===== config.mk =====
export PLATFORM = sky130hd
export DESIGN_NAME = sat_cnt
export DESIGN_NICKNAME = d
export VERILOG_FILES = /design/src/rtl/gate_sweep_pkg.sv /design/src/rtl/sat_cnt.sv
export SDC_FILE = /design/constraint.sdc
export NUM_CORES = 1
export LEC_CHECK = 0
export ABC_AREA = 1
export BUFFER_PORTS_ARGS = -buffer_cell sky130_fd_sc_hd__buf_4
export CORE_MARGIN = 4
export CORE_UTILIZATION = 32
export CTS_CLUSTER_SIZE = 8
export DETAILED_ROUTE_END_ITERATION = 10
export GPL_ROUTABILITY_DRIVEN = 0
export PLACE_DENSITY = 0.52
export SYNTH_ARGS = -nofsm -noshare
export SYNTH_HDL_FRONTEND = slang
export SYNTH_SLANG_ARGS = --single-unit

===== constraint.sdc =====
create_clock -name clk -period 1.19 [get_ports clk]
set_input_delay 0.1785 -clock clk [delete_from_list [all_inputs] [get_ports clk]]
set_output_delay 0.1785 -clock clk [all_outputs]
set_load 0.05 [all_outputs]

===== src/rtl/gate_sweep_pkg.sv =====
// gate_sweep_pkg: shared state encoding and default constants for the gate sweep checker
package gate_sweep_pkg;
  typedef enum logic [1:0] {IDLE, APPLY, CHECK, DONE} state_t;
  localparam int SETTLE_DEF = 1;
  localparam int CNT_W_DEF = 8;
endpackage


===== src/rtl/sat_cnt.sv =====
// sat_cnt: saturating up-counter with synchronous clear
module sat_cnt
  import gate_sweep_pkg::*;
#(
  parameter int W = CNT_W_DEF
) (
  input  logic         clk,
  input  logic         rst,
  input  logic         i_clr,
  input  logic         i_inc,
  output logic [W-1:0] o_cnt
);
  logic [W-1:0] r_cnt;
  // Clear wins over increment; the count sticks at all-ones
  always_ff @(posedge clk or posedge rst)
    if (rst) r_cnt <= '0;
    else if (i_clr) r_cnt <= '0;
    else if (i_inc && r_cnt != '1) r_cnt <= r_cnt + 1'b1;
  assign o_cnt = r_cnt;
endmodule


# ---- After elaboration in Yosys (flattened, before gate mapping)
# Index checks and enable logic that the tools add are counted.
# Widths: inputs -> output; s select.
dict set report classes {
  addsub 1
  n_eq_ne 1
  muxes 2
  reduce_logical 2
}
# op count
set ops {}
lappend ops {{$mux 8} 2}
lappend ops {{$add 8x1->8 const B} 1}
lappend ops {{$ne 8x8->1 const B} 1}
lappend ops {{$reduce_bool 2->1} 1}
lappend ops {{$logic_and 1x1->1} 1}
dict set report totals {
  register_bits 8
  in_bits 4
  out_inout_bits 8
}

# ---- Longest topological paths before layout
# Gate-level depths: netlist (run 1).
dict set report logic_depth {
  depth_word 4
  depth_mapped 9
  ltp_nobuf 9
}

# ---- Least setup slack after synthesis (run 1)
# OpenSTA, ideal clock, no wires.
dict set report synth_path {
  path_type {reg-to-reg}
  startpoint {register r_cnt[1], in the netlist o_cnt[1]}
  endpoint {register r_cnt[4], in the netlist o_cnt[4]}
  setup_ns 0.120
  arrival_ns 1.455
  required_ns 1.070
  slack_ns -0.384
  stages_incl_launch_ff 9
  path_cell_list {dfrtp_1 > ha_1 > nand2_2 > nor2_4 > nand2_2 > nand2_4 > nor2_1 > nand2_1 > nand2_1}
}
dict set report synth_between {
  elab_chain_cells 3
}
# element line
set synth_lines {}
lappend synth_lines {{start, declared} sat_cnt.sv:13} ;# logic [W-1:0] r_cnt;
lappend synth_lines {{start signal, assigned} sat_cnt.sv:18} ;# else if (i_inc && r_cnt != '1) r_cnt <= r_cnt + 1'b1;
lappend synth_lines {{$add 8x1->8 or $ne 8x8->1 (tied branches)} sat_cnt.sv:18}
lappend synth_lines {{$mux 8 or $logic_and 1x1->1 (tied branches)} sat_cnt.sv:18}
lappend synth_lines {{$mux 8 or $reduce_bool 2->1 (tied branches)} --}
# Parallel ways exist; a longest one is shown, timed or not. The select of a mux whose other input is x is not followed.
# A chain may end at the register's enable or synchronous reset.

# ---- Final worst setup path (run 1)
dict set report layout_path {
  startpoint {register r_cnt[1], in the netlist o_cnt[1]}
  endpoint {register r_cnt[6], in the netlist o_cnt[6]}
}
# Same word-level chain as after synthesis.

==> results of run 1 <==
## cells in the final DEF, fill, tap and decap left out, types with 3 or more instances in the layout
cell type  synthesis  routed
nand2_1           25      20
buf_4              0      13
inv_1             10       9
nand2_2            2       6
dfrtp_2            0       6
nand3_1            5       5
nor2_1             5       4
nand2_4            2       3
xor2_1             3       3
clkbuf_4           0       3
buf_6              0       3
## kinds of logic (layout without fill, tap and decap cells)
family / after synthesis / count (layout)
xor+xnor: 4 / 4
flops: 8 / 8
simple gates: 42 / 42
buf+inv: 11 / 32
fa+ha+maj: 1 / 1
compound gates: 3 / 3
## per-stage QoR
| step | power (uW) | cell area [sq um] | setup TNS, ns | utilization | std cells |
|---|---|---|---|---|---|
| after global routing | 685 | 757 | -0.653 | 0.502 | 106 |
| after floorplan | 368 | 534 | -1.02 | - | 69 |
| after CTS | 654 | 731 | -0.155 | 0.485 | 106 |
| final | 648 | 757 | -0.0899 | 0.502 | 106 |
| after global placement | 413 | 674 | -0.197 | 0.448 | 101 |
| after detailed placement | 413 | 674 | -0.174 | 0.448 | 101 |
## per-layer routing
| layer | global-route usage | vias to the layer above | wire (microns) |
|---|---|---|---|
| met5 | 0 | - | 0 |
| met4 | 0.0591 | 0 | 13 |
| met3 | 0.0564 | 2 | 65 |
| met2 | 0.177 | 11 | 544 |
| met1 | 0.149 | 208 | 517 |
| li1 | - | 252 | - |
## final timing paths
path                            startpoint  slack, ns        to  depth (start not counted)
worst max-delay path              o_cnt[1]      -0.03  o_cnt[6]                          9
worst min-delay path                 i_clr       0.21  o_cnt[3]                          4
worst max register to register    o_cnt[1]      -0.03  o_cnt[6]                          9
worst min register to register    o_cnt[3]       0.55  o_cnt[3]                          2
max in group asynchronous              rst       0.50  o_cnt[4]                          3
min in group asynchronous              rst       0.43  o_cnt[1]                          3
## critical path, delay by kind of cell (launching register included)
family / cells / cell delay, ns
AND/OR/NAND/NOR: 7 / 0.45
flip-flops: 1 / 0.42
adder cells (fa/ha/maj): 1 / 0.17
buffers and inverters: 1 / 0.05
## power groups by stage
stage | Clock, uW | Combinational, uW | Sequential (uW)
final | 227 | 129 | 292
after CTS | 237 | 126 | 292
after detailed placement | 0 | 116 | 297
after global placement | 0 | 116 | 296
after floorplan | 0 | 39.7 | 328
after global routing | 251 | 141 | 293
## timing repair
item	in CTS	in global routing
hold buffers	1	0
pin swaps	0	5
hold endpoints to repair	8	0
setup endpoints to repair	9	10
resized for setup	4	10
## layout make-up
type | instances | area (sq um) | share of cell area
multi-input combinational | 50 | 313 | 0.413
inverter | 11 | 48.8 | 0.0645
clock buffer | 4 | 26.3 | 0.0347
timing repair buffer | 17 | 141 | 0.187
tap | 16 | 20.0 | 0.0264
sequential | 8 | 208 | 0.274
==> run_results.csv, run 1 <==
group,metric,value,unit
outcome,status,"finished, violations left",
outcome,violations,"negative setup slack",
yosys,synthAdderAreaFrac,0.0247,
sta,finalSetupViolations,6,
global_route,grt_max_degree,9,
routing,ant_nets,0,
yosys,synth_seq_cells,8,
routing,wl_per_cell,10.8,microns
placed_design,io_buffer_count,11,
power,switchingPower,188,uW
global_route,track_usage,0.121,
clocking,cts_made_buffers,3,
yosys,syn_area,507,sq um
yosys,yosys_warnings,0,
clocking,cts_tree,"built",
worst_setup_path,timing.critical_path.slowest_cell_delay,0.42,ns
worst_setup_path,timing.critical_path.cells,"ha_4 > nand2_4 > nor2_4 > nand2_2 > nand2_4 > nand2_4 > inv_8 > nand2_2 > nand2_1",
sta,fin_crit,1.22,ns
die,core,1510,sq um
sta,finalHoldViolCount,0,
sta,drv_slew,0,
clocking,htree_levels,1,
yosys,ys_seq_area_frac,0.395,
routing,dr.pass1.iters,3,
power,internal_power,460,uW
sta,rsz0062_at_grt,"true",
power,clock_power_share,0.350,
yosys,synth_edf_count,0,
worst_setup_path,cpMostUsedCell,"nand2_4",
die,dieArea,2280,sq um
run,drv_cap,0,
global_route,grt_pass1_vias,429,
yosys,synth_top_area_share,0.395,
power,p_sw_frac,0.290,
global_route,gr-total-overflow,0,
hold_path,hp-class,"primary input to flip-flop",
worst_setup_path,critPathKind,"flip-flop to flip-flop",
worst_setup_path,cp_max_fo,6,
routing,vias,473,
clocking,post-cts-setup-buffer-count,0,
cells_and_area,largest_reg_flops,8,
yosys,syn-mean-instance-area,7.34,sq um
power,powerDensity,856,nW/um^2
placed_design,dp_hpwl,849,microns
routing,first_iter_violations,2,
sta,slew_headroom,0.796,
die,pin_count,12,
yosys,async_reset_ff_frac,1.00,
power,pwr-share-comb,0.199,
cells_and_area,finalNetCount,96,
yosys,synth_top_family_by_area,"simple AND/OR/NAND/NOR gates",
clocking,clockBufferDepth,2,
die,fp.dieW,47.8,microns
worst_setup_path,arrival,1.36,ns
clocking,clock-root-buffer,"clkbuf_4",
global_route,antenna_found_initial,0,
power,seqPwrFrac,0.451,
worst_setup_path,critPathSlowestCell,"dfrtp_2",
worst_setup_path,crit_path_end_kind,"flip-flop",
sta,fin_ws,-0.0289,ns
cells_and_area,drive_gt1_frac,0.478,
global_route,grt_pass1_wl,1.85,mm
sta,hold_ws,0.209,ns
yosys,synth_area_leader_cell,"dfrtp_1",
sta,tightest_slew,0.305,ns
yosys,synthFlopType,"dfrtp_1",
yosys,synth_cell_types,16,
cells_and_area,fill_cells,151,
yosys,synthesis.nets,74,
placed_design,post-place-ws,-0.0395,ns
yosys,synth_xor_area_frac,0.0691,
routing,totalWireLength,1.14,mm
die,die_h,47.8,microns
yosys,synth_area_leaders,"dfrtp_1 (40%), nand2_1 (19%), inv_1 (7.4%)",
sta,fin_skew,0.0136,ns
die,start_util,0.336,
cells_and_area,antenna_cells,0,
yosys,syn_inst,69,
die,rows,14,
clocking,clk_pin_slew,0.06,ns
yosys,synth-compound-area-share,0.0296,
yosys,synth.area.mux_share,0,
sta,fmax,0.820,GHz
routing,via_per_inst,4.46,
routing,drc,0,
yosys,ys_top_cells_by_count,"nand2_1 (25), inv_1 (10), dfrtp_1 (8)",
clocking,clock_sinks,8,
clocking,clk_latency,0.26,ns
worst_setup_path,cp-start-kind,"flip-flop",
power,peakVddDrop,0.515,mV
cells_and_area,area_growth,49.4,%
yosys,synthSimpleGateAreaFrac,0.390,
power,leakagePower,0.000406,uW
sta,fin_crit_sh,1.02,
yosys,yosysMostFrequentCell,"nand2_1",
worst_setup_path,worst_ep_required_time,1.33,ns
Note: power is estimated with default switching activity, not from simulation.
==> run 2, diff against run 1 <==
--- a/config.mk
+++ b/config.mk
@@ -7,12 +7,11 @@
 export LEC_CHECK = 0
 export ABC_AREA = 1
 export BUFFER_PORTS_ARGS = -buffer_cell sky130_fd_sc_hd__buf_4
-export CORE_MARGIN = 4
-export CORE_UTILIZATION = 32
+export CORE_AREA = 4 4 41 43
 export CTS_CLUSTER_SIZE = 8
 export DETAILED_ROUTE_END_ITERATION = 10
+export DIE_AREA = 0 0 45 47
 export GPL_ROUTABILITY_DRIVEN = 0
-export PLACE_DENSITY = 0.52
 export SYNTH_ARGS = -nofsm -noshare
 export SYNTH_HDL_FRONTEND = slang
 export SYNTH_SLANG_ARGS = --single-unit
==> run_results.csv, run 2 (synthesis results as in run 1) <==
group,metric,value,unit
die,start_util,0.389,
die,dieArea,2120,sq um
power,switchingPower,197,uW
clocking,clock-root-buffer,"clkbuf_4",
power,clock_power_share,0.363,
die,core,1300,sq um
clocking,clockBufferDepth,2,
global_route,grt_max_degree,9,
sta,fin_crit,1.21,ns
sta,drv_slew,0,
clocking,clk_latency,0.27,ns
cells_and_area,finalNetCount,95,
clocking,htree_levels,1,
cells_and_area,final_area,734,sq um
global_route,track_usage,0.139,
worst_setup_path,crit_path_end_kind,"flip-flop",
clocking,clk_pin_slew,0.06,ns
sta,finalSetupViolations,4,
routing,dr.pass1.iters,4,
cells_and_area,final_common_cell,"nand2_1",
clocking,clock_sinks,8,
sta,fin_skew,0.00835,ns
worst_setup_path,arrival,1.36,ns
worst_setup_path,critPathKind,"flip-flop to flip-flop",
worst_setup_path,cp-start-kind,"flip-flop",
sta,fin_ws,-0.0211,ns
power,peakVddDrop,0.452,mV
outcome,violations,"negative setup slack",
routing,totalWireLength,1.18,mm
die,rows,13,
sta,fmax,0.826,GHz
placed_design,dp_hpwl,848,microns
die,fp.dieW,45,microns
sta,hold_ws,0.197,ns
placed_design,place_inst,97,
worst_setup_path,worst_ep_required_time,1.34,ns
global_route,grt_pass1_vias,517,
global_route,antenna_found_initial,0,
cells_and_area,antenna_cells,0,
hold_path,hp-class,"primary input to flip-flop",
routing,first_iter_violations,8,
global_route,grt_pass1_wl,2.06,mm
die,pin_count,12,
worst_setup_path,cp_max_fo,2,
power,internal_power,459,uW
power,powerDensity,893,nW/um^2
cells_and_area,final_cell_mix,"nand2_1 (21), buf_4 (13), inv_1 (10)",
placed_design,io_buffer_count,11,
outcome,status,"finished, violations left",
cells_and_area,drive_gt1_frac,0.427,
routing,vias,505,
routing,ant_nets,0,
sta,tightest_slew,0.333,ns
clocking,cts_made_buffers,3,
routing,via_per_inst,4.86,
power,seqPwrFrac,0.445,
clocking,cts_tree,"built",
power,leakagePower,0.000399,uW
cells_and_area,largest_reg_flops,8,
run,drv_cap,0,
placed_design,dpl_cell_area,651,sq um
global_route,gr-total-overflow,0,
sta,slew_headroom,0.778,
routing,drc,0,
routing,wl_per_cell,11.3,microns
sta,rsz0062_at_grt,"true",
cells_and_area,area_growth,44.9,%
sta,fin_crit_sh,1.02,
die,die_h,47,microns
sta,finalHoldViolCount,0,
power,p_sw_frac,0.301,
worst_setup_path,r2r_slack,-0.02,ns
cells_and_area,instances_no_fill,104,
power,pwr-share-comb,0.193,
## run 2: cell count changes in the layout (fill, tap and decap cells not counted)
| cell | change |
|---|---|
| a21oi_1 | +1 |
| a21oi_2 | -1 |
| buf_6 | -1 |
| inv_1 | +1 |
| inv_2 | -1 |
| nand2_1 | +1 |
| nand2_2 | -1 |
| o21ai_1 | +1 |
| o21ai_2 | -1 |
## run 2: layout make-up
type                            instances  area, sq um
Fill cell                             140          567
Multi-Input combinational cell         50          303
Sequential cell                         8          208
Timing Repair Buffer                   16          130
Inverter                               11         48.8
Clock buffer                            4         26.3
Tap cell                               15         18.8
## run 2: power groups by stage
stage / clock network (uW) / registers, uW / logic [uW]
finish: 238 / 292 / 126
global route: 258 / 292 / 137
CTS: 242 / 292 / 125
detailed placement: 0 / 297 / 115
global placement: 0 / 297 / 113
floorplan: 0 / 328 / 39.7
## run 2: final timing paths
kind | cells after the start | start | end
worst max-delay path | 7 | o_cnt[0] | o_cnt[6]
worst min-delay path | 4 | i_clr | o_cnt[7]
worst max register to register | 7 | o_cnt[0] | o_cnt[6]
worst min register to register | 2 | o_cnt[3] | o_cnt[3]
max in group asynchronous | 3 | rst | o_cnt[4]
min in group asynchronous | 3 | rst | o_cnt[3]
## run 2: stage by stage
step	total power [uW]	utilization	setup TNS (ns)	setup slack, ns
after floorplan	368	-	-1.02	-0.148
after global placement	410	0.500	-0.310	-0.0627
after detailed placement	412	0.500	-0.440	-0.0875
after CTS	659	0.551	-0.197	-0.0349
after global routing	687	0.564	-0.451	-0.0775
final	656	0.564	-0.0325	-0.0211
## run 2: critical path: stages (launching register included)
cell and delay [ns]:
dfrtp_2 0.43, ha_4 0.17, buf_4 0.13, nand3_1 0.07
nor2_1 0.05, xor2_1 0.14, nand2_1 0.06, nand2_1 0.05
## run 2: repair_timing
action / CTS / global route
gates resized for setup: 4 / 5
hold buffers: 1 / 0
setup buffers: 2 / 0
pin swaps: 5 / 2
endpoints found under the setup margin: 9 / 7
endpoints found under the hold margin: 8 / 0
## run 2: per-layer routing
metal  GRT usage  wire [microns]  up-vias  share of wire
met4       0.105              34        0          0.029
li1            -               -      247              -
met5           0               0        -              0
met3      0.0268              64        5          0.054
met2       0.218             544       15           0.46
met1       0.167             535      238           0.45
==> run 3, diff against run 2 <==
--- a/config.mk
+++ b/config.mk
@@ -12,6 +12,9 @@
 export DETAILED_ROUTE_END_ITERATION = 10
 export DIE_AREA = 0 0 45 47
 export GPL_ROUTABILITY_DRIVEN = 0
+export MAX_ROUTING_LAYER = met4
+export PLACE_DENSITY_LB_ADDON = 0.2
+export SKIP_LAST_GASP = 1
 export SYNTH_ARGS = -nofsm -noshare
 export SYNTH_HDL_FRONTEND = slang
 export SYNTH_SLANG_ARGS = --single-unit
==> run_results.csv, run 3 (synthesis results as in run 1) <==
group,metric,value,unit
outcome,status,"finished, violations left",
outcome,violations,"negative setup slack",
placed_design,dp_hpwl,824,microns
hold_path,hp-class,"primary input to flip-flop",
power,peakVddDrop,0.475,mV
cells_and_area,fin_util,0.550,
power,switchingPower,186,uW
sta,fin_skew,0.00772,ns
global_route,antenna_found_initial,0,
worst_setup_path,r2r-end,"o_cnt[6]",
sta,fin_ws,-0.0234,ns
clocking,cts_tree,"built",
power,clock_power_share,0.356,
worst_setup_path,timing.critical_path.slowest_cell_delay,0.42,ns
sta,finalHoldViolCount,0,
cells_and_area,drive_gt1_frac,0.398,
routing,dr.pass1.iters,2,
hold_path,hold_end,"o_cnt[7]",
worst_setup_path,cp-start-kind,"flip-flop",
worst_setup_path,critPathKind,"flip-flop to flip-flop",
global_route,track_usage,0.128,
worst_setup_path,cp_max_fo,6,
global_route,grt_pass1_wl,1.78,mm
sta,fin_tns_setup,-0.108,ns
power,p_sw_frac,0.288,
power,powerDensity,900,nW/um^2
hold_path,min_from,"i_clr",
die,die_h,47,microns
sta,rsz0062_at_grt,"true",
power,pwr-share-comb,0.191,
routing,via_per_inst,4.64,
power,leakagePower,0.000389,uW
clocking,htree_levels,1,
cells_and_area,final_common_cell,"nand2_1",
sta,fmax,0.824,GHz
run,drv_cap,0,
die,fp.dieW,45,microns
die,core,1300,sq um
die,dieArea,2120,sq um
sta,fin_crit,1.21,ns
worst_setup_path,crit_path_end_kind,"flip-flop",
placed_design,post-place-ws,-0.0646,ns
sta,finalSetupViolations,7,
cells_and_area,finalNetCount,94,
power,seqPwrFrac,0.453,
sta,fin_crit_sh,1.02,
worst_setup_path,timing.rr.start,"o_cnt[1]",
global_route,grt_max_degree,9,
hold_path,hold_path_depth,4,
sta,drv_slew,0,
worst_setup_path,cpMostUsedCell,"nand2_4",
sta,tightest_slew,0.301,ns
die,pin_count,12,
worst_setup_path,timing.critical_path.cells,"ha_4 > nand2_4 > nor2_4 > nand2_2 > nand2_4 > nand2_4 > clkinv_4 > nand2_1 > nand2_1",
worst_setup_path,r2r_slack,-0.02,ns
power,internal_power,458,uW
worst_setup_path,critPathBufInv,1,
global_route,gr-total-overflow,0,
worst_setup_path,cp.depth,9,
clocking,clk_pin_slew,0.06,ns
sta,slew_headroom,0.799,
routing,totalWireLength,1.06,mm
routing,ant_nets,0,
clocking,clock_sinks,8,
clocking,clock-root-buffer,"clkbuf_4",
routing,first_iter_violations,5,
worst_setup_path,r2r_cells,9,
cells_and_area,largest_reg_flops,8,
cells_and_area,antenna_cells,0,
clocking,cts_made_buffers,3,
die,start_util,0.389,
routing,drc,0,
clocking,clk_latency,0.26,ns
cells_and_area,area_growth,41.2,%
cells_and_area,final_cell_mix,"nand2_1 (23), buf_4 (12), inv_1 (10)",
worst_setup_path,worst_ep_required_time,1.34,ns
global_route,grt_pass1_vias,419,
worst_setup_path,arrival,1.36,ns
die,rows,13,
worst_setup_path,crit_family,"simple AND/OR/NAND/NOR gates",
routing,vias,478,
worst_setup_path,critPathSlowestCell,"dfrtp_2",
routing,wl_per_cell,10.3,microns
placed_design,io_buffer_count,11,
clocking,clockBufferDepth,2,
-- run 3: worst max path at each step --
| stage | startpoint | end | slack (ns) |
|---|---|---|---|
| after floorplan | o_cnt[0] | o_cnt[6] | -0.15 |
| after global placement | o_cnt[0] | o_cnt[1] | -0.06 |
| after detailed placement | o_cnt[0] | o_cnt[3] | -0.06 |
| after CTS | o_cnt[1] | o_cnt[4] | -0.03 |
| after global routing | o_cnt[1] | o_cnt[0] | -0.07 |
| final | o_cnt[1] | o_cnt[6] | -0.02 |
-- run 3: what timing repair did --
action | 4_1_cts | 5_1_grt
setup buffers | 1 | 0
gates resized for setup | 3 | 3
setup endpoints to repair | 10 | 8
hold buffers | 1 | 0
endpoints found under the hold margin | 8 | 0
pin swaps | 3 | 0
-- run 3: area by class of cell --
cell class                 instances  area (sq um)
tap                               15          18.8
timing repair buffer              15           123
multi-input combinational         50           294
inverter                          11          46.3
sequential                         8           208
fill                             141           586
clock buffer                       4          26.3
-- run 3: routing by layer --
layer,GRT usage,vias to the layer above,routed length (microns)
met5,-,-,0
met4,0.105,0,29
met3,0.0345,3,62
met2,0.181,10,462
met1,0.151,217,509
li1,-,248,-
-- run 3: worst register-to-register path, delay by kind of cell (launching register included) --
kind,cells,cell delay [ns]
flip-flops,1,0.42
adder cells (fa/ha/maj),1,0.17
AND/OR/NAND/NOR,7,0.43
buffers and inverters,1,0.07
-- run 3: power by group through the flow --
| stage | Sequential [uW] | Combinational, uW | Clock [uW] |
|---|---|---|---|
| after global routing | 292 | 133 | 262 |
| final | 292 | 123 | 229 |
| after global placement | 296 | 114 | 0 |
| after detailed placement | 297 | 115 | 0 |
| after CTS | 292 | 125 | 243 |
| after floorplan | 328 | 39.7 | 0 |
-- run 3: metrics by stage --
| step | power, uW | cell area (sq um) | cells | hold slack (ns) |
|---|---|---|---|---|
| CTS | 659 | 707 | 103 | 0.200 |
| global route | 688 | 716 | 103 | 0.208 |
| floorplan | 368 | 534 | 69 | -0.00625 |
| global placement | 410 | 651 | 97 | 0.151 |
| detailed placement | 411 | 651 | 97 | 0.155 |
| finish | 644 | 716 | 103 | 0.205 |
